<file path="src/rtl/mem_port_arbiter.sv">
// mem_port_arbiter: shares the memory controller's single read/write port
// between the CPU, the image processor and the SPART read path. Fixed
// priority CPU > IMG > SPART, with aging so that a long-waiting IMG or SPART
// request is promoted above the CPU, and a per-access timeout that returns
// ERR_DATA with err set.
module mem_port_arbiter #(
  parameter int          STARVE_LIMIT = 16,
  parameter int          TIMEOUT      = 64,
  parameter logic [31:0] ERR_DATA     = 32'hDEADBEEF
) (
  input  logic        clk,
  input  logic        rst_n,
  input  logic        cpu_req,
  input  logic        cpu_wr,
  input  logic [31:0] cpu_addr,
  input  logic [31:0] cpu_wr_data,
  output logic        cpu_vld,
  input  logic        img_req,
  input  logic        img_wr,
  input  logic [31:0] img_addr,
  input  logic [31:0] img_wr_data,
  output logic        img_vld,
  input  logic        spart_req,
  input  logic [31:0] spart_addr,
  output logic        spart_vld,
  output logic [31:0] rd_data,
  output logic        err,
  output logic        mem_req,
  output logic        mem_wr,
  output logic [31:0] mem_addr,
  output logic [31:0] mem_wr_data,
  input  logic [31:0] mem_rd_data,
  input  logic        mem_vld
);

  localparam int WCW = $clog2(STARVE_LIMIT + 1);
  localparam int TCW = (TIMEOUT > 1) ? $clog2(TIMEOUT) : 1;
  localparam logic [WCW-1:0] W_LIM   = WCW'(STARVE_LIMIT);
  localparam logic [TCW-1:0] TO_LAST = TCW'((TIMEOUT > 0) ? TIMEOUT - 1 : 0);

  typedef enum logic [1:0] {IDLE, ISSUE, DONE} state_t;
  typedef enum logic [1:0] {G_NONE, G_CPU, G_IMG, G_SPART} grant_t;

  state_t         state, state_next;
  grant_t         grant, win;
  logic [WCW-1:0] img_wait, spart_wait;
  logic [TCW-1:0] to_cnt;
  logic           timed_out;

  // The timeout only fires when no completion arrives in the same cycle.
  assign timed_out = (TIMEOUT != 0) && (state == ISSUE) && !mem_vld && (to_cnt == TO_LAST);

  assign mem_req   = (state == ISSUE);
  assign cpu_vld   = (state == DONE) && (grant == G_CPU);
  assign img_vld   = (state == DONE) && (grant == G_IMG);
  assign spart_vld = (state == DONE) && (grant == G_SPART);

  // Pick the winner in IDLE: starved SPART, starved IMG, CPU, IMG, SPART.
  always_comb begin
    win = G_NONE;
    if (state == IDLE) begin
      if (spart_req && (spart_wait >= W_LIM))  win = G_SPART;
      else if (img_req && (img_wait >= W_LIM)) win = G_IMG;
      else if (cpu_req)                        win = G_CPU;
      else if (img_req)                        win = G_IMG;
      else if (spart_req)                      win = G_SPART;
    end
  end

  // Next-state logic for the IDLE -> ISSUE -> DONE access sequence.
  always_comb begin
    state_next = state;
    case (state)
      IDLE:    if (win != G_NONE) state_next = ISSUE;
      ISSUE:   if (mem_vld || timed_out) state_next = DONE;
      DONE:    state_next = IDLE;
      default: state_next = IDLE;
    endcase
  end

  // State, grant, captured access fields, read data and timeout counter.
  always_ff @(posedge clk or negedge rst_n) begin
    if (!rst_n) begin
      state       <= IDLE;
      grant       <= G_NONE;
      mem_wr      <= 1'b0;
      mem_addr    <= '0;
      mem_wr_data <= '0;
      rd_data     <= '0;
      err         <= 1'b0;
      to_cnt      <= '0;
    end else begin
      state <= state_next;
      case (state)
        IDLE: begin
          to_cnt <= '0;
          if (win != G_NONE) grant <= win;
          case (win)
            G_CPU: begin
              mem_wr      <= cpu_wr;
              mem_addr    <= cpu_addr;
              mem_wr_data <= cpu_wr_data;
            end
            G_IMG: begin
              mem_wr      <= img_wr;
              mem_addr    <= img_addr;
              mem_wr_data <= img_wr_data;
            end
            G_SPART: begin
              mem_wr      <= 1'b0;
              mem_addr    <= spart_addr;
            end
            default: ;
          endcase
        end
        ISSUE: begin
          to_cnt <= to_cnt + 1'b1;
          if (mem_vld) begin
            rd_data <= mem_rd_data;
            err     <= 1'b0;
          end else if (timed_out) begin
            rd_data <= ERR_DATA;
            err     <= 1'b1;
          end
        end
        DONE: begin
          grant <= G_NONE;
          err   <= 1'b0;
        end
        default: ;
      endcase
    end
  end

  // Aging counters: count waiting cycles, clear on grant or dropped request.
  always_ff @(posedge clk or negedge rst_n) begin
    if (!rst_n) begin
      img_wait   <= '0;
      spart_wait <= '0;
    end else begin
      if (!img_req || (win == G_IMG))
        img_wait <= '0;
      else if ((grant != G_IMG) && (img_wait < W_LIM))
        img_wait <= img_wait + 1'b1;

      if (!spart_req || (win == G_SPART))
        spart_wait <= '0;
      else if ((grant != G_SPART) && (spart_wait < W_LIM))
        spart_wait <= spart_wait + 1'b1;
    end
  end

endmodule

</file>
<file path="config.mk">
export PLATFORM = sky130hd
export DESIGN_NAME = mem_port_arbiter
export DESIGN_NICKNAME = d
export VERILOG_FILES = /design/src/rtl/mem_port_arbiter.sv
export SDC_FILE = /design/constraint.sdc
export NUM_CORES = 1
export LEC_CHECK = 0
export BUFFER_PORTS_ARGS = -buffer_cell sky130_fd_sc_hd__buf_2
export CORE_AREA = 3 3 115 117
export CTS_BUF_LIST = sky130_fd_sc_hd__clkbuf_8
export DETAILED_ROUTE_END_ITERATION = 16
export DIE_AREA = 0 0 118 120
export PLACE_DENSITY = 0.84
export SYNTH_ARGS = -nofsm -noshare
export SYNTH_HDL_FRONTEND = slang
export SYNTH_SLANG_ARGS = --single-unit
</file>
<file path="constraint.sdc">
create_clock -name clk -period 6 [get_ports clk]
set_input_delay 0.6 -clock clk [delete_from_list [all_inputs] [get_ports clk]]
set_output_delay 0.6 -clock clk [all_outputs]
set_load 0.02 [all_outputs]
</file>
==> results of run 1 <==
## routing by layer
metal	part of all wire, %	global-route usage [%]	vias to the layer above
met5	0	0	-
met4	1.9	9.16	0
met1	40	25.8	2490
met3	8.2	5.84	26
li1	-	-	2465
met2	50	35.8	280
## registers in the layout, indices dropped and copies added, names as in the netlist
signal,count
grant,2
state,2
rd_data,32
to_cnt,6
spart_wait,5
mem_wr_data,32
img_wait,5
mem_addr,32
mem_wr,1
err,1
## kinds of logic after synthesis
family	count (synthesis)	synth area share [%]
compound gates	151	21.1
xor+xnor	6	0.982
fa+ha+maj	9	2.10
buf+inv	45	4.51
flops	118	55.2
mux	9	1.78
simple gates	184	14.4
## layout by cell type, fill, tap and decap left out, drive strengths merged, types with 7 or more instances in the layout
cell type,count
buf,306
dfrtp,118
nand2,80
nor2,76
a21oi,35
a31oi,34
a222oi,32
o22a,24
clkbuf,17
a22o,9
ha,9
o21ai,8
nand2b,7
clkinv,7
## power by group through the flow
stage / logic [mW] / registers, mW / clock network, mW
floorplan: 0.788 / 1.78 / 0
global placement: 1.73 / 1.38 / 0
detailed placement: 1.79 / 1.38 / 0
CTS: 1.79 / 1.38 / 0.856
global route: 1.92 / 1.42 / 0.888
finish: 1.77 / 1.38 / 0.834
## final cells by class
type | count | area, um2 | share of cell area [%]
Sequential cell | 118 | 2950 | 40.1
Multi-Input combinational cell | 359 | 2170 | 29.5
Timing Repair Buffer | 306 | 1550 | 21.0
Clock buffer | 17 | 234 | 3.18
Clock inverter | 15 | 228 | 3.09
Tap cell | 172 | 215 | 2.92
Inverter | 4 | 15.0 | 0.204
## path summary, 6_finish.rpt
check                                      from               to  cells after the start
worst max-delay path                img_wait[4]   mem_wr_data[1]                      6
max in group asynchronous                 rst_n  mem_wr_data[31]                      2
worst min register to register       rd_data[0]       rd_data[0]                      1
worst max register to register      img_wait[4]   mem_wr_data[1]                      6
min in group clk                mem_rd_data[14]      rd_data[14]                      2
worst min-delay path                      rst_n  mem_wr_data[13]                      1
## through the flow
stage	hold slack, ns	power (mW)	setup slack (ns)	std cells	utilization (%)
2_1_floorplan	0.304	2.57	3.64	522	-
3_3_place_gp	0.466	3.11	2.92	959	55.4
3_5_place_dp	0.472	3.18	2.77	959	55.4
4_1_cts	0.229	4.02	3.04	991	59.1
5_1_grt	0.279	4.23	2.84	991	59.1
6_report	0.235	3.98	3.07	991	59.1
## worst max-delay path, cell delays in order, from the launching register on
cell       delay, ns
dfrtp_1         0.47
nor2b_4         0.22
a2bb2oi_4       0.68
nand2b_1        0.20
ha_1            0.12
and2_2          0.83
a31oi_1         0.19
==> metrics.cfg, run 1 <==
[run_status]
status=completed

[yosys]
ys_types=41
synthTopCellsByCount=dfrtp_1, nand2_1, nor2_1
synthArstFlopShare_pct=100
synthDominantCellAreaShare_pct=55.2
netlist_instances=522
yosysTopAreaCell=dfrtp_1
synth_warnings=0
synth-edff-count=0
yosys-top-cells-area=dfrtp_1, a222oi_1, nand2_1
ys_seq_elements=118
synthFlopType=dfrtp_1
yosysMostFrequentCell=dfrtp_1
ys_seq_area_share_pct=55.2
synth_nets=731
netlist_area_um2=5350
syn_avg_cell_area_um2=10.3

[sta]
fin_crit_sh_pct=48.8
fin_crit_ns=2.93
hold_viol=0
skew_ns=0.00545
worstMarginPinSlew_ns=1.07
clock.fmax_mhz=342
slew_headroom_pct=28.8
finalSetupTns_ns=0
maxSlewViolCount=0
grt_setup_unrepaired=no
setup_viol=0

[floorplan]
coreArea_um2=12500
die-area_um2=14200
die_height_um=120
pin_count=302
initial_utilization_pct=42.9
rows=41
fp.dieW_um=118

[clock_network]
clk_latency_ns=0.43
cts_made_buffers=17
cts_tree=built
clk_pin_slew_ns=0.07
htreeDepth=4
post-cts-setup-buffers=0
cts_hold_buf=0
cts.sinks=118
cts_buffer_depth=2
cts_resized=0
clock_tree.root_cell=clkbuf_8

[grt]
grt_start_max_net_pins=67
overflow=0
grt_usage_pct=21.3
grt_pass1_vias=5050
antenna_found_initial=0
grt_pass1_wl_um=24000

[power]
p_int_mw=2.33
power_frac_comb_pct=44.5
ir_worst_vdd_v=0.000232
pwr-share-seq_pct=34.6
p_sw_share_pct=41.6
p_switching_mw=1.66
pwr-share-clk_pct=20.9
p_leak_nw=3.60
power.density_nw_per_um2=541

[worst_setup_path]
cp.required_ns=6.25
cp-start-kind=register
reg2reg_slack_ns=3.07
cp.arrival_ns=3.18
criticalPathCategory=reg -> reg
cp_max_fo=64
worstSetupEndpointType=register

[drt]
final_antenna_net_count=0
finalWirelength_um=15500
wl_per_cell_um=15.7
vias_per_cell=5.31
drt_iter0_markers=491
dr.pass1.iters=9
route.vias.total=5261
drc=0

[place]
placed_cell_area_um2=6900
io_buffers=301
place_congestion=0.787
hpwl_um=11300

[final_layout]
syn2layout_area_growth_pct=37.6
fillCellCount=1083
drive_gt1_share_pct=42.4
nets=1015
finalInstanceArea_um2=7370
insertedDiodeCount=0

[run]
maxCapViolCount=0

[min_path]
hold_path_class=in -> async

No activity file was read; power rests on OpenSTA's default activity.
==> run 2, diff against run 1 <==
--- a/config.mk
+++ b/config.mk
@@ -6,10 +6,10 @@
 export NUM_CORES = 1
 export LEC_CHECK = 0
 export BUFFER_PORTS_ARGS = -buffer_cell sky130_fd_sc_hd__buf_2
-export CORE_AREA = 3 3 115 117
+export CORE_MARGIN = 3
+export CORE_UTILIZATION = 41
 export CTS_BUF_LIST = sky130_fd_sc_hd__clkbuf_8
 export DETAILED_ROUTE_END_ITERATION = 16
-export DIE_AREA = 0 0 118 120
 export PLACE_DENSITY = 0.84
 export SYNTH_ARGS = -nofsm -noshare
 export SYNTH_HDL_FRONTEND = slang
==> constraint.sdc (replaced) <==
create_clock -name clk -period 2.6 [get_ports clk]
set_input_delay 0.26 -clock clk [delete_from_list [all_inputs] [get_ports clk]]
set_output_delay 0.26 -clock clk [all_outputs]
set_load 0.02 [all_outputs]
==> metrics.cfg, run 2 (synthesis results as in run 1) <==
[run_status]
status=completed

[grt]
grt_pass1_wl_um=23700  ; -1.2%
grt_usage_pct=20.5  ; -0.79 points
grt_start_max_net_pins=67  ; unchanged
grt_pass1_vias=4999  ; -1.0%
antenna_found_initial=0  ; unchanged
overflow=0  ; unchanged

[final_layout]
nets=1024  ; +0.89%
final_common_cell=buf_2
final_cells=1000  ; +0.91%
insertedDiodeCount=0  ; unchanged
syn2layout_area_growth_pct=38.0
final_cell_mix=buf_2, dfrtp_1, nand2_1
largest_registers=mem_addr: 32 flops, mem_wr_data: 32 flops, rd_data: 32 flops
drive_gt1_share_pct=42.8  ; +0.38 points
fillCellCount=1150  ; +6.2%
finalInstanceArea_um2=7390  ; +0.27%

[clock_network]
htreeDepth=4  ; unchanged
post-cts-setup-buffers=0  ; unchanged
clock_tree.root_cell=clkbuf_8
cts_resized=0  ; unchanged
cts.sinks=118  ; unchanged
cts_buffer_depth=2  ; unchanged
cts_made_buffers=17  ; unchanged
clk_pin_slew_ns=0.08  ; about the same
cts_hold_buf=1  ; +1
cts_tree=built
clk_latency_ns=0.42  ; about the same

[floorplan]
initial_utilization_pct=42.3  ; -0.70 points
fp.dieW_um=120  ; +1.9%
die_height_um=120  ; +0.22%
coreArea_um2=12700  ; +1.6%
pin_count=302  ; unchanged
rows=41  ; unchanged
die-area_um2=14500  ; +2.2%

[drt]
wl_per_cell_um=15.2  ; -3.2%
finalWirelength_um=15200  ; -2.3%
vias_per_cell=5.21  ; -2.0%
dr.pass1.iters=7  ; -2
drt_iter0_markers=377  ; -23%
final_antenna_net_count=0  ; unchanged
route.vias.total=5205  ; -1.1%
drc=0  ; unchanged

[power]
p_sw_share_pct=42.4  ; +0.76 points
ir_worst_vdd_v=0.000581  ; +150%
power_frac_comb_pct=46.8  ; +2.3 points
p_leak_nw=3.61  ; +0.37%
power.density_nw_per_um2=1210  ; +120%
p_switching_mw=3.77  ; +130%
pwr-share-clk_pct=17.7  ; -3.2 points
p_int_mw=5.13  ; +120%
pwr-share-seq_pct=35.6  ; +1.0 points

[place]
placed_cell_area_um2=7000  ; +1.4%
place_congestion=0.805  ; +2.3%
dp_cells=967  ; +0.83%
pre_cts_ws_ns=0.612  ; -2.16 ns
hpwl_um=11300  ; -0.11%
io_buffers=301  ; unchanged

[worst_setup_path]
worstSetupEndpointType=register
criticalPathCategory=reg -> reg
cp-start-kind=register
cp.required_ns=2.93  ; -3.32 ns
cp_max_fo=27  ; -58%
cp.arrival_ns=2.33  ; -0.85 ns

[sta]
fin_crit_ns=2.00  ; -0.928 ns
clock.fmax_mhz=500  ; +46%
grt_setup_unrepaired=no
finalSetupTns_ns=0  ; unchanged
maxSlewViolCount=0  ; unchanged
holdWs_ns=0.0598  ; -0.176 ns
worstMarginPinSlew_ns=0.969  ; -0.0985 ns
slew_headroom_pct=35.4  ; +6.6 points
setup_viol=0  ; unchanged
skew_ns=0.0115  ; +0.00603 ns
worst_slack_ns=0.601  ; -2.47 ns
fin_crit_sh_pct=76.9  ; +28 points
hold_viol=0  ; unchanged

[run]
maxCapViolCount=0  ; unchanged

[min_path]
hold_path_class=in -> reg

-- run 2: worst max-delay path: stages (launching register included) --
cell and delay (ns):
dfrtp_1 0.40, inv_1 0.12, ha_1 0.19, a21bo_1 0.24
nor3_4 0.13, buf_4 0.23, buf_4 0.31, nand2_1 0.10
a31oi_1 0.18
-- run 2: cell type report --
class                           instances  area [um2]  share of cell area [%]
Tap cell                              172         215                    2.91
Sequential cell                       118        2950                    40.0
Clock inverter                         15         140                    1.90
Inverter                                4        15.0                   0.203
Multi-Input combinational cell        359        2170                    29.4
Timing Repair Buffer                  315        1650                    22.4
Clock buffer                           17         234                    3.17
-- run 2: power by group through the flow --
stage / Sequential (mW) / Clock, mW / Combinational [mW]
floorplan: 4.11 / 0 / 1.82
global placement: 3.17 / 0 / 4.09
detailed placement: 3.19 / 0 / 4.21
CTS: 3.17 / 1.61 / 4.21
global route: 3.28 / 1.71 / 4.56
finish: 3.17 / 1.57 / 4.17
-- run 2: stage by stage --
step | power (mW) | utilization, %
2_1_floorplan | 5.93 | -
6_report | 8.91 | 58.3
3_3_place_gp | 7.26 | 55.3
3_5_place_dp | 7.40 | 55.3
4_1_cts | 9.00 | 58.3
5_1_grt | 9.56 | 58.3
-- run 2: final timing paths --
path | startpoint | to | slack, ns | depth (start not counted)
worst max-delay path | state[1] | mem_wr_data[3] | 0.60 | 8
worst min-delay path | mem_rd_data[14] | rd_data[14] | 0.06 | 2
worst max register to register | state[1] | mem_wr_data[3] | 0.60 | 8
worst min register to register | rd_data[30] | rd_data[30] | 0.48 | 1
max in group asynchronous | rst_n | img_wait[4] | 1.45 | 3
min in group asynchronous | rst_n | rd_data[30] | 0.40 | 2
-- run 2: per-layer routing --
metal | part of all wire (%) | track usage, %
met1 | 39 | 24.1
met2 | 49 | 34.8
met3 | 9.0 | 5.47
met4 | 3.0 | 9.70
met5 | 0 | 0
